File: src/rtl/seven_seg_pkg.sv
// Constants and state encoding shared by the BCD converter and the seven-segment driver.
package seven_seg_pkg;

  localparam int c_DIGIT_WIDTH = 4;
  localparam int c_NUM_DIGITS  = 4;
  localparam int c_MAX_DISPLAY = 9999;

  typedef logic [1:0] state_t;

  localparam state_t c_STATE_IDLE  = 2'd0;
  localparam state_t c_STATE_SHIFT = 2'd1;
  localparam state_t c_STATE_DONE  = 2'd2;

endpackage

File: src/rtl/bcd_add3.sv
// Double-dabble nibble correction: a BCD digit of 5 or more gets 3 added before the shift.
module bcd_add3 (
  input  logic [3:0] i_Nibble,
  output logic [3:0] o_Nibble
);

  assign o_Nibble = (i_Nibble >= 4'd5) ? (i_Nibble + 4'd3) : i_Nibble;

endmodule

File: src/rtl/binary_to_bcd.sv
// Sequential double-dabble converter: one shift per cycle, results held until the next done.
//   state | meaning
//   IDLE  | outputs held, waiting for i_Start
//   SHIFT | add-3 then shift, one input bit per cycle
//   DONE  | publish digits (or 9999 on overflow), accept a back-to-back start
module binary_to_bcd
  import seven_seg_pkg::*;
#(
  parameter int g_INPUT_WIDTH = 14
) (
  input  logic                     i_Clk,
  input  logic                     i_Reset,
  input  logic                     i_Start,
  input  logic [g_INPUT_WIDTH-1:0] i_Binary,
  output logic                     o_Busy,
  output logic                     o_Done,
  output logic                     o_Overflow,
  output logic [3:0]               o_Digit_1,
  output logic [3:0]               o_Digit_2,
  output logic [3:0]               o_Digit_3,
  output logic [3:0]               o_Digit_4
);

  localparam int c_BCD_W     = c_NUM_DIGITS * c_DIGIT_WIDTH;
  localparam int c_SCRATCH_W = c_BCD_W + g_INPUT_WIDTH;
  localparam int c_CNT_W     = $clog2(g_INPUT_WIDTH + 1);

  state_t                 state_q, state_d;
  logic [c_CNT_W-1:0]     count_q, count_d;
  logic [c_SCRATCH_W-1:0] scratch_q, scratch_d;
  logic                   ovf_flag_q, ovf_flag_d;
  logic                   busy_q, busy_d;
  logic                   done_q, done_d;
  logic                   overflow_q, overflow_d;
  logic [c_BCD_W-1:0]     digits_q, digits_d;
  logic [c_BCD_W-1:0]     bcd_adj;
  logic                   load;

  for (genvar g = 0; g < c_NUM_DIGITS; g++) begin : g_add3
    bcd_add3 u_add3 (
      .i_Nibble (scratch_q[g_INPUT_WIDTH + g*c_DIGIT_WIDTH +: c_DIGIT_WIDTH]),
      .o_Nibble (bcd_adj[g*c_DIGIT_WIDTH +: c_DIGIT_WIDTH])
    );
  end

  always_comb begin
    state_d    = state_q;
    count_d    = count_q;
    scratch_d  = scratch_q;
    ovf_flag_d = ovf_flag_q;
    busy_d     = (state_q == c_STATE_SHIFT);
    done_d     = 1'b0;
    overflow_d = overflow_q;
    digits_d   = digits_q;
    load       = i_Start && ((state_q == c_STATE_IDLE) || (state_q == c_STATE_DONE));

    case (state_q)
      c_STATE_SHIFT: begin
        scratch_d = {bcd_adj, scratch_q[g_INPUT_WIDTH-1:0]} << 1;
        count_d   = count_q - 1'b1;
        if (count_q == c_CNT_W'(1)) state_d = c_STATE_DONE;
      end
      c_STATE_DONE: begin
        done_d     = 1'b1;
        overflow_d = ovf_flag_q;
        // Overflowed values saturate the display rather than show truncated digits
        digits_d   = ovf_flag_q ? {c_NUM_DIGITS{4'd9}} : scratch_q[c_SCRATCH_W-1 -: c_BCD_W];
        state_d    = c_STATE_IDLE;
      end
      default: state_d = c_STATE_IDLE;
    endcase

    if (load) begin
      scratch_d  = {{c_BCD_W{1'b0}}, i_Binary};
      count_d    = c_CNT_W'(g_INPUT_WIDTH);
      ovf_flag_d = (32'(i_Binary) > 32'(c_MAX_DISPLAY));
      state_d    = c_STATE_SHIFT;
    end
  end

  always_ff @(posedge i_Clk) begin
    if (i_Reset) begin
      state_q    <= c_STATE_IDLE;
      count_q    <= '0;
      scratch_q  <= '0;
      ovf_flag_q <= 1'b0;
      busy_q     <= 1'b0;
      done_q     <= 1'b0;
      overflow_q <= 1'b0;
      digits_q   <= '0;
    end else begin
      state_q    <= state_d;
      count_q    <= count_d;
      scratch_q  <= scratch_d;
      ovf_flag_q <= ovf_flag_d;
      busy_q     <= busy_d;
      done_q     <= done_d;
      overflow_q <= overflow_d;
      digits_q   <= digits_d;
    end
  end

  assign o_Busy     = busy_q;
  assign o_Done     = done_q;
  assign o_Overflow = overflow_q;
  assign o_Digit_1  = digits_q[3:0];
  assign o_Digit_2  = digits_q[7:4];
  assign o_Digit_3  = digits_q[11:8];
  assign o_Digit_4  = digits_q[15:12];

endmodule

File: config.mk
export PLATFORM = sky130hd
export DESIGN_NAME = binary_to_bcd
export DESIGN_NICKNAME = d
export VERILOG_FILES = /design/src/rtl/seven_seg_pkg.sv /design/src/rtl/bcd_add3.sv /design/src/rtl/binary_to_bcd.sv
export SDC_FILE = /design/constraint.sdc
export NUM_CORES = 1
export LEC_CHECK = 0
export CAP_MARGIN = 25
export CORE_ASPECT_RATIO = 0.9
export CORE_MARGIN = 2
export CORE_UTILIZATION = 58
export CTS_CLUSTER_DIAMETER = 150
export DETAILED_ROUTE_END_ITERATION = 16
export PLACE_DENSITY = 0.89
export REMOVE_ABC_BUFFERS = 1
export SETUP_SLACK_MARGIN = 0.1
export SLEW_MARGIN = 10
export SYNTH_ARGS = -nofsm -noshare
export SYNTH_HDL_FRONTEND = slang
export SYNTH_SLANG_ARGS = --single-unit
export TNS_END_PERCENT = 100
File: constraint.sdc
create_clock -name i_Clk -period 2.4 [get_ports i_Clk]
set_clock_uncertainty 0.1 [all_clocks]
set_input_delay 0.36 -clock i_Clk [delete_from_list [all_inputs] [get_ports i_Clk]]
set_output_delay 0.36 -clock i_Clk [all_outputs]
set_load 0.01 [all_outputs]
# After elaboration in Yosys (flattened, before gate mapping)
# Cells that the tools add are included.
# classes
add_sub_neg	5
magnitude_cmp	5
reduce_logical	6
n_mux	13
bitwise	1
eq_ne	4
# ops
operator	n
14-bit 2-to-1 mux	2
4-bit 2-to-1 mux	5
4-bit by 3-bit greater-or-equal comparator with 1-bit output (second input constant)	4
16-bit 2-to-1 mux	1
14-bit greater-than comparator (second input constant)	1
4-bit by 2-bit adder with 4-bit output (second input constant)	3
4-bit by 1-bit == test with 1-bit output (second input constant)	1
1-bit 2-to-1 mux	4
4-bit by 1-bit subtractor with 4-bit output (second input constant)	1
3-bit by 2-bit adder with 3-bit output (second input constant)	1
3-bit 2-to-1 mux	1
3-bit by 1-bit inequality test with 1-bit output (second input constant)	1
3-bit OR reduction	1
2-bit by 1-bit == test with 1-bit output (second input constant)	1
2-bit == test (second input constant)	1
2-bit logical NOT	1
2-bit nonzero test	1
2-bit OR reduction	1
1-bit logical AND	1
1-bit logical OR	1
1-bit inverter	1
# word_totals
out_inout_bits	19
regBits	56

# Depth between registers and ports, before layout
# Gate-level depths: netlist of run 1.
# depth
depth_word	4
mapped_depth	6
depth_no_buf	6

# By module
# A second synthesis of run 1 with hierarchy kept.
# unflattened
hier_cells	319
hier_area_um2	2516.2
# modules_own_cells
module	area_each_um2	cells_each	n_inst
binary_to_bcd	2110.8	255	1
bcd_add3	101.3	16	4

# Worst setup path before layout of run 1
# Ideal clock, no wire load.
# synth_path
kind	register to register
from	register state_q[0]
to	register scratch_q[27]
setup_slack_ns	0.881
setup_time_ns	0.095
t_arrival_ns	1.323
n_path_buf	2
path_stages_with_launch	7
period_less_slack_ns	1.519
cell_sequence	dfxtp_1 > nand2b_1 > buf_4 > nand2b_4 > buf_6 > or4_1 > o311ai_1
# synth_via
elab_chain_cells	4
word_cells_on_any_way	6
# synth_lines
element	line_no	source
start: declaration	binary_to_bcd.sv:28	state_t state_q, state_d;
start signal: assignment	binary_to_bcd.sv:83	state_q <= c_STATE_IDLE;
start signal: assignment	binary_to_bcd.sv:92	state_q <= state_d;
2-bit == test or 2-bit logical NOT (tied branches)	binary_to_bcd.sv:55	load = i_Start && ((state_q == c_STATE_IDLE) || (state_q == c_STATE_DONE));
1-bit logical OR	binary_to_bcd.sv:55	
1-bit logical AND	binary_to_bcd.sv:55	
2-bit OR reduction (no source line)	-	
end signal: assignment	binary_to_bcd.sv:94	scratch_q <= scratch_d;
end: declaration	binary_to_bcd.sv:30	logic [c_SCRATCH_W-1:0] scratch_q, scratch_d;
# Parallel ways exist; a longest one is shown, timed or not.
# A chain may end at the register's enable or synchronous reset.

# Worst setup path after layout of run 1
# layout_path
from	register state_q[1]
to	register count_q[3]
# layout_via
elab_chain_cells	4
word_cells_on_any_way	7
# layout_lines
element	line_no	source
2-bit == test or 2-bit logical NOT (tied branches)	binary_to_bcd.sv:55	
1-bit logical OR	binary_to_bcd.sv:55	
1-bit logical AND	binary_to_bcd.sv:55	
4-bit 2-to-1 mux or 2-bit nonzero test (tied branches)	-	
end signal: assignment	binary_to_bcd.sv:93	count_q <= count_d;
end: declaration	binary_to_bcd.sv:29	logic [c_CNT_W-1:0] count_q, count_d;
# Parallel ways exist; a longest one is shown, timed or not.

==> results of run 1 <==
[power by group through the flow]
stage / combinational (mW) / clock [mW] / sequential [mW]
after global placement: 0.176 / 0 / 1.01
final: 0.182 / 0.620 / 0.988
after detailed placement: 0.180 / 0 / 1.01
after floorplan: 0.0980 / 0 / 1.00
after CTS: 0.183 / 0.625 / 0.988
after global routing: 0.203 / 0.663 / 0.993
[metal layers]
layer  share of wire, %  wire (µm)  vias to the layer above
met5                  0          0                        -
met2                 49       2560                       70
met4                1.7         91                        0
li1                   -          -                     1113
met1                 45       2360                     1045
met3                5.0        263                        7
[metrics by stage]
step                total power, mW  setup TNS (ps)  setup WS (ps)
detailed placement             1.19               0            473
finish                         1.79               0            541
floorplan                      1.10           -49.7          -24.8
global route                   1.86               0            405
CTS                            1.80               0            525
global placement               1.18               0            523
[worst max-delay path, stage by stage, from the launching register on]
cell,delay (ps)
dfxtp_1,340
nand2b_1,450
buf_4,330
nor4_1,240
nor3_1,80
a211oi_1,230
[state kept, by name, summed over array words and instances, names as in the netlist]
signal	cells
o_Done	1
o_Overflow	1
o_Busy	1
ovf_flag_q	1
state_q	2
digits_q	16
count_q	4
scratch_q	30
[final cells by class]
cell class	instances	area, µm²
clock buffer	6	72.6
clock inverter	2	35.0
fill	336	1140
inverter	11	41.3
multi-input combinational	213	1220
sequential	56	1120
tap	48	60.1
timing repair buffer	43	410
[worst paths after layout]
kind / start / endpoint / slack [ps] / cells past startpoint
setup reg to reg: state_q[1] / count_q[3] / 540 / 5
hold reg to reg: digits_q[9] / digits_q[9] / 350 / 2
hold / removal: digits_q[9] / digits_q[9] / 350 / 2
setup / recovery: state_q[1] / count_q[3] / 540 / 5
[placed cells by master, fill, tap and decap left out, types with 2 or more instances in the layout]
cell / count
inv_1: 11
o21ai_0: 7
nor4_1: 2
nand2_1: 42
nor3_1: 20
a21oi_1: 20
a211oi_1: 2
nor3b_1: 4
xor2_1: 4
ha_1: 10
or3_1: 4
buf_4: 8
nor2b_1: 2
nand2b_1: 7
o311ai_0: 3
clkdlybuf4s50_1: 35
nand3_1: 12
o32ai_1: 3
nand4_1: 8
clkbuf_8: 5
nor2_1: 35
or4_1: 8
dfxtp_1: 56
a311oi_1: 12
[logic make-up (layout without fill, tap and decap cells)]
| logic type | Yosys count | in the layout | share of synthesized area (%) |
|---|---|---|---|
| compound gates | 51 | 51 | 13.5 |
| xor+xnor | 5 | 5 | 1.75 |
| fa+ha+maj | 10 | 10 | 5.00 |
| buf+inv | 35 | 62 | 6.50 |
| flops | 56 | 56 | 44.8 |
| mux | 1 | 1 | 0.400 |
| simple gates | 146 | 146 | 28.1 |
==> results.md, run 1 <==
* Final Hold Vio Count at 0
* Global-route wire length before repair at 9.42 mm
* Worst-path clk slew at 100 ps
* Setup violators final at 0
* Max Cap Violations at 0
* Met3 usage at 4.57%
* PwrDens at 604 mW/mm²
* Crit path arrival time at 1990 ps
* Post-Route WL at 5.28 mm
* CTS Hold Bufs at 0
* Sw frac at 24.7%
* Die Ht at 66.3 µm
* Post-CTS setup repair buffer count at 0
* Pre-Repair DR Iteration Count at 5
* Longest Clk Path Bufs at 2
* I/O pins at 36
* Site Rows at 22
* Startpoint Class: flop
* # diodes at 0
* Seq pwr share at 55.2%
* Cell Count, Final, Fillers Out at 379
* Buffers added on ports at 35
* Slew HR at 43.3%
* Pint at 1.35 mW
* Routed via count at 2235
* CTS HTree Levels at 2
* Count of flip-flops with a built-in enable after synthesis at 0
* Fin crit period at 1860 ps
* Initial antenna violation count at 0
* Routability Congestion at 0.761
* Ys async rst share at 0%
* Initial DRC Count at 212
* WHS at 355 ps
* Layout cell share with drive strength beyond 1 at 5.14%
* Setup crit end kind: flop
* DP Area at 0.00286 mm²
* Vias in the first global route at 2055
* Design Area, Final at 0.00296 mm²
* Most frequent cell after synthesis: dfxtp_1
* Hold Crit Class: reg -> reg
* Pins Over Slew Limit at 0
* Synthesis-stage register bit count at 56
* Most common flop cell mapped by yosys: dfxtp_1
* Starting Density at 61.0%
* Top cells by area, synth: dfxtp_1, nand2_1, nor2_1, ha_1, a311oi_1
* Final cell utilization of the core at 72.2%
* Crit Path Class: reg -> reg
* Cts repair resizes at 0
* F_max at 538 MHz
* Outcome: complete, no violations
* Cell variety after synth at 33
* Top cell type by total area after synthesis: dfxtp_1
* Core Area at 0.00410 mm²
* VDD IR max at 0.437 mV
* Post-DP HPWL at 3.44 mm
* Clock power share at 34.6%
* Root Driver: clkbuf_8
* CTS Buf Count at 5
* Lkg Pwr at 1.05 nW
* Placed insts at 371
* Synthesis-to-finish area growth at 18.3%
* Register area share after synthesis at 44.8%
* Worst-Margin Slew at 850 ps
* Critical Path RT at 2530 ps
* Met2 usage at 41.4%
* CTS tree: done
* Post-synth top cells: dfxtp_1, nand2_1, nor2_1
* Largest net degree at the start of global routing at 38
* Mapped Cells at 304
* Clock latency on the worst-skew pair at 320 ps
* Final period util at 77.4%
* Synth top area share at 44.8%
* CP Max Fanout at 20
* Post-synthesis cell area at 0.00250 mm²
* NetSw at 0.442 mW
* Wirelength per Cell at 13.9 µm
* Nets@finish at 357
* Die ar. at 0.00486 mm²
* Gate power share at 10.2%
* DRC at 0
* Yosys warns at 0
* Vias/cell at 5.90
* Gr ovfl total at 0
* GR Util All Layers at 25.0%
* Global route hottest layer: met2
* Chip width at 73.3 µm
* Synth Area per Inst at 8.24 µm²
* Met1 Use GR at 31.7%
* RSZ-0062 raised after global routing: no
* Clock Sinks at 56
* Final ANT Viol Nets at 0
Power figures use the tool's default switching activity.
==> inputs of run 2 (changes only) <==
CORE_UTILIZATION = 48   (was 58)
PLACE_DENSITY = 0.8   (was 0.89)
clock period = 1.6 ns   (was 2.4 ns; I/O delays follow)
==> run 2 against run 1 <==
Combinational power is 92% higher. Critical path depth is 1 higher. Non-clock buffer count is 21 higher. Worst hold slack better by 1.2 ps. Routed wire length is 16% higher. Cell area is 13% higher. Utilization is 4.5 points lower.
==> results.md, run 2 (synthesis results as in run 1) <==
* Min-delay src: o_Overflow
* Hold path endpoint: o_Overflow
* Pwr Total at 2.76 mW
* Chip width at 80.1 µm
* Worst-Margin Slew at 645 ps
* Site Rows at 24
* DRC at 0
* GR Util All Layers at 21.0%
* Crit Path Class: reg -> reg
* VDD IR max at 0.585 mV
* Root Driver: clkbuf_8
* Design Area, Final at 0.00334 mm²
* R2R depth at 6
* Longest Clk Path Bufs at 2
* Pre-Repair DR Iteration Count at 5
* CP Max Fanout at 4
* Synthesis-to-finish area growth at 33.2%
* Lkg Pwr at 1.33 nW
* Initial antenna violation count at 0
* Hold Crit Class: reg -> reg
* Slowest cell on crit path: or4_4
* CTS Hold Bufs at 0
* F_max at 670 MHz
* DP Area at 0.00301 mm²
* Register bank with the most flops: scratch_q
* Layout fillers at 415
* Final Hold Vio Count at 0
* Final cell utilization of the core at 67.7%
* Setup violators final at 0
* Buffers added on ports at 35
* Global-route wire length before repair at 9.72 mm
* Fin crit period at 1490 ps
* Worst path cell trace: inv_2 > ha_2 > nand2b_4 > a21oi_2 > or4_4 > o311ai_2
* Final ANT Viol Nets at 0
* Largest registers: scratch_q (30), digits_q (16), count_q (4)
* Routed via count at 2345
* Largest net degree at the start of global routing at 29
* Sequential Area at 0.00114 mm²
* Largest register FFs at 30
* Vias/cell at 5.61
* Combined area of the multi-input logic cells at 0.00136 mm²
* Die ar. at 0.00581 mm²
* Startpoint Class: flop
* Reg2Reg Capture Point: scratch_q[27]
* Crit path arrival time at 1620 ps
* Max Cap Violations at 0
* Nets@finish at 379
* Clock latency on the worst-skew pair at 310 ps
* Most frequent cells in the layout: dfxtp_1, nand2_1, nor2_1, buf_4, nor3_1
* Vias in the first global route at 2185
* CTS tree: done
* Initial DRC Count at 162
* Post-DP HPWL at 3.75 mm
* CTS HTree Levels at 2
* Routability Congestion at 0.804
* CTS Buf Count at 5
* Slew HR at 56.9%
* Setup crit end kind: flop
* RSZ-0062 raised after global routing: yes
* WHS at 356 ps
* Die Ht at 72.5 µm
* Worst hold stages at 2
* Final period util at 93.2%
* Pins Over Slew Limit at 0
* Starting Density at 50.8%
* PwrDens at 826 mW/mm²
* Origin of the critical flop-to-flop path: scratch_q[27]
* FF-to-FF setup slack at 110 ps
* Critical Path RT at 1720 ps
* # diodes at 0
* Crit-path max cell delay at 430 ps
* Core Area at 0.00492 mm²
* Gr ovfl total at 0
* Wirelength per Cell at 14.6 µm
* Setup TNS at 0 ps
* Most common cell after layout, fill and taps aside: dfxtp_1
* Post-Route WL at 6.11 mm
* Clock Sinks at 56
* Layout cell share with drive strength beyond 1 at 20.7%
* Outcome: complete, no violations
* Worst-path clk slew at 100 ps
* I/O pins at 36
## run 2: metal layers
metal / wire, µm / global-route usage, % / up-vias
met2: 3020 / 35.3 / 80
met5: 0 / 0 / -
met4: 104 / 5.84 / 0
met1: 2630 / 26.7 / 1090
li1: - / - / 1163
met3: 353 / 5.47 / 12
## run 2: critical path: cells and delay by family, from the launching register on
family	cells	cell delay, ps
AOI/OAI and AO/OA	2	160
adders and majority gates	1	180
buffers and inverters	1	80
DFF	1	340
and+or+nand+nor	2	550
## run 2: worst max-delay path by stage
stage	startpoint	endpoint	cells after the start
after floorplan	state_q[0]	scratch_q[18]	3
after global placement	i_Reset	scratch_q[23]	4
after detailed placement	i_Reset	scratch_q[15]	4
after CTS	scratch_q[27]	scratch_q[27]	6
after global routing	scratch_q[14]	scratch_q[15]	6
final	scratch_q[27]	scratch_q[27]	6
## run 2: through the flow
step / worst slack [ps] / instances
finish: 108 / 418
global route: 37.4 / 418
CTS: 93.9 / 414
detailed placement: -201 / 403
global placement: -163 / 403
floorplan: -825 / 280
## run 2: final cells by class
class,instances,share of cell area [%]
Clock inverter,2,1.05
Timing Repair Buffer,64,18.0
Tap cell,65,2.44
Multi-Input combinational cell,214,40.7
Clock buffer,6,2.18
Sequential cell,56,34.3
Inverter,11,1.31
## run 2: power breakdown
group	internal, mW	switching (mW)
Clock	0.465	0.461
Combinational	0.167	0.182
Sequential	1.44	0.0421
## run 2: timing repair
item | in CTS | in global routing
setup buffers | 2 | 3
endpoints found under the hold margin | 0 | 0
pin swaps | 0 | 4
gates cloned | 1 | 1
setup endpoints to repair | 24 | 23
gates resized for setup | 34 | 31
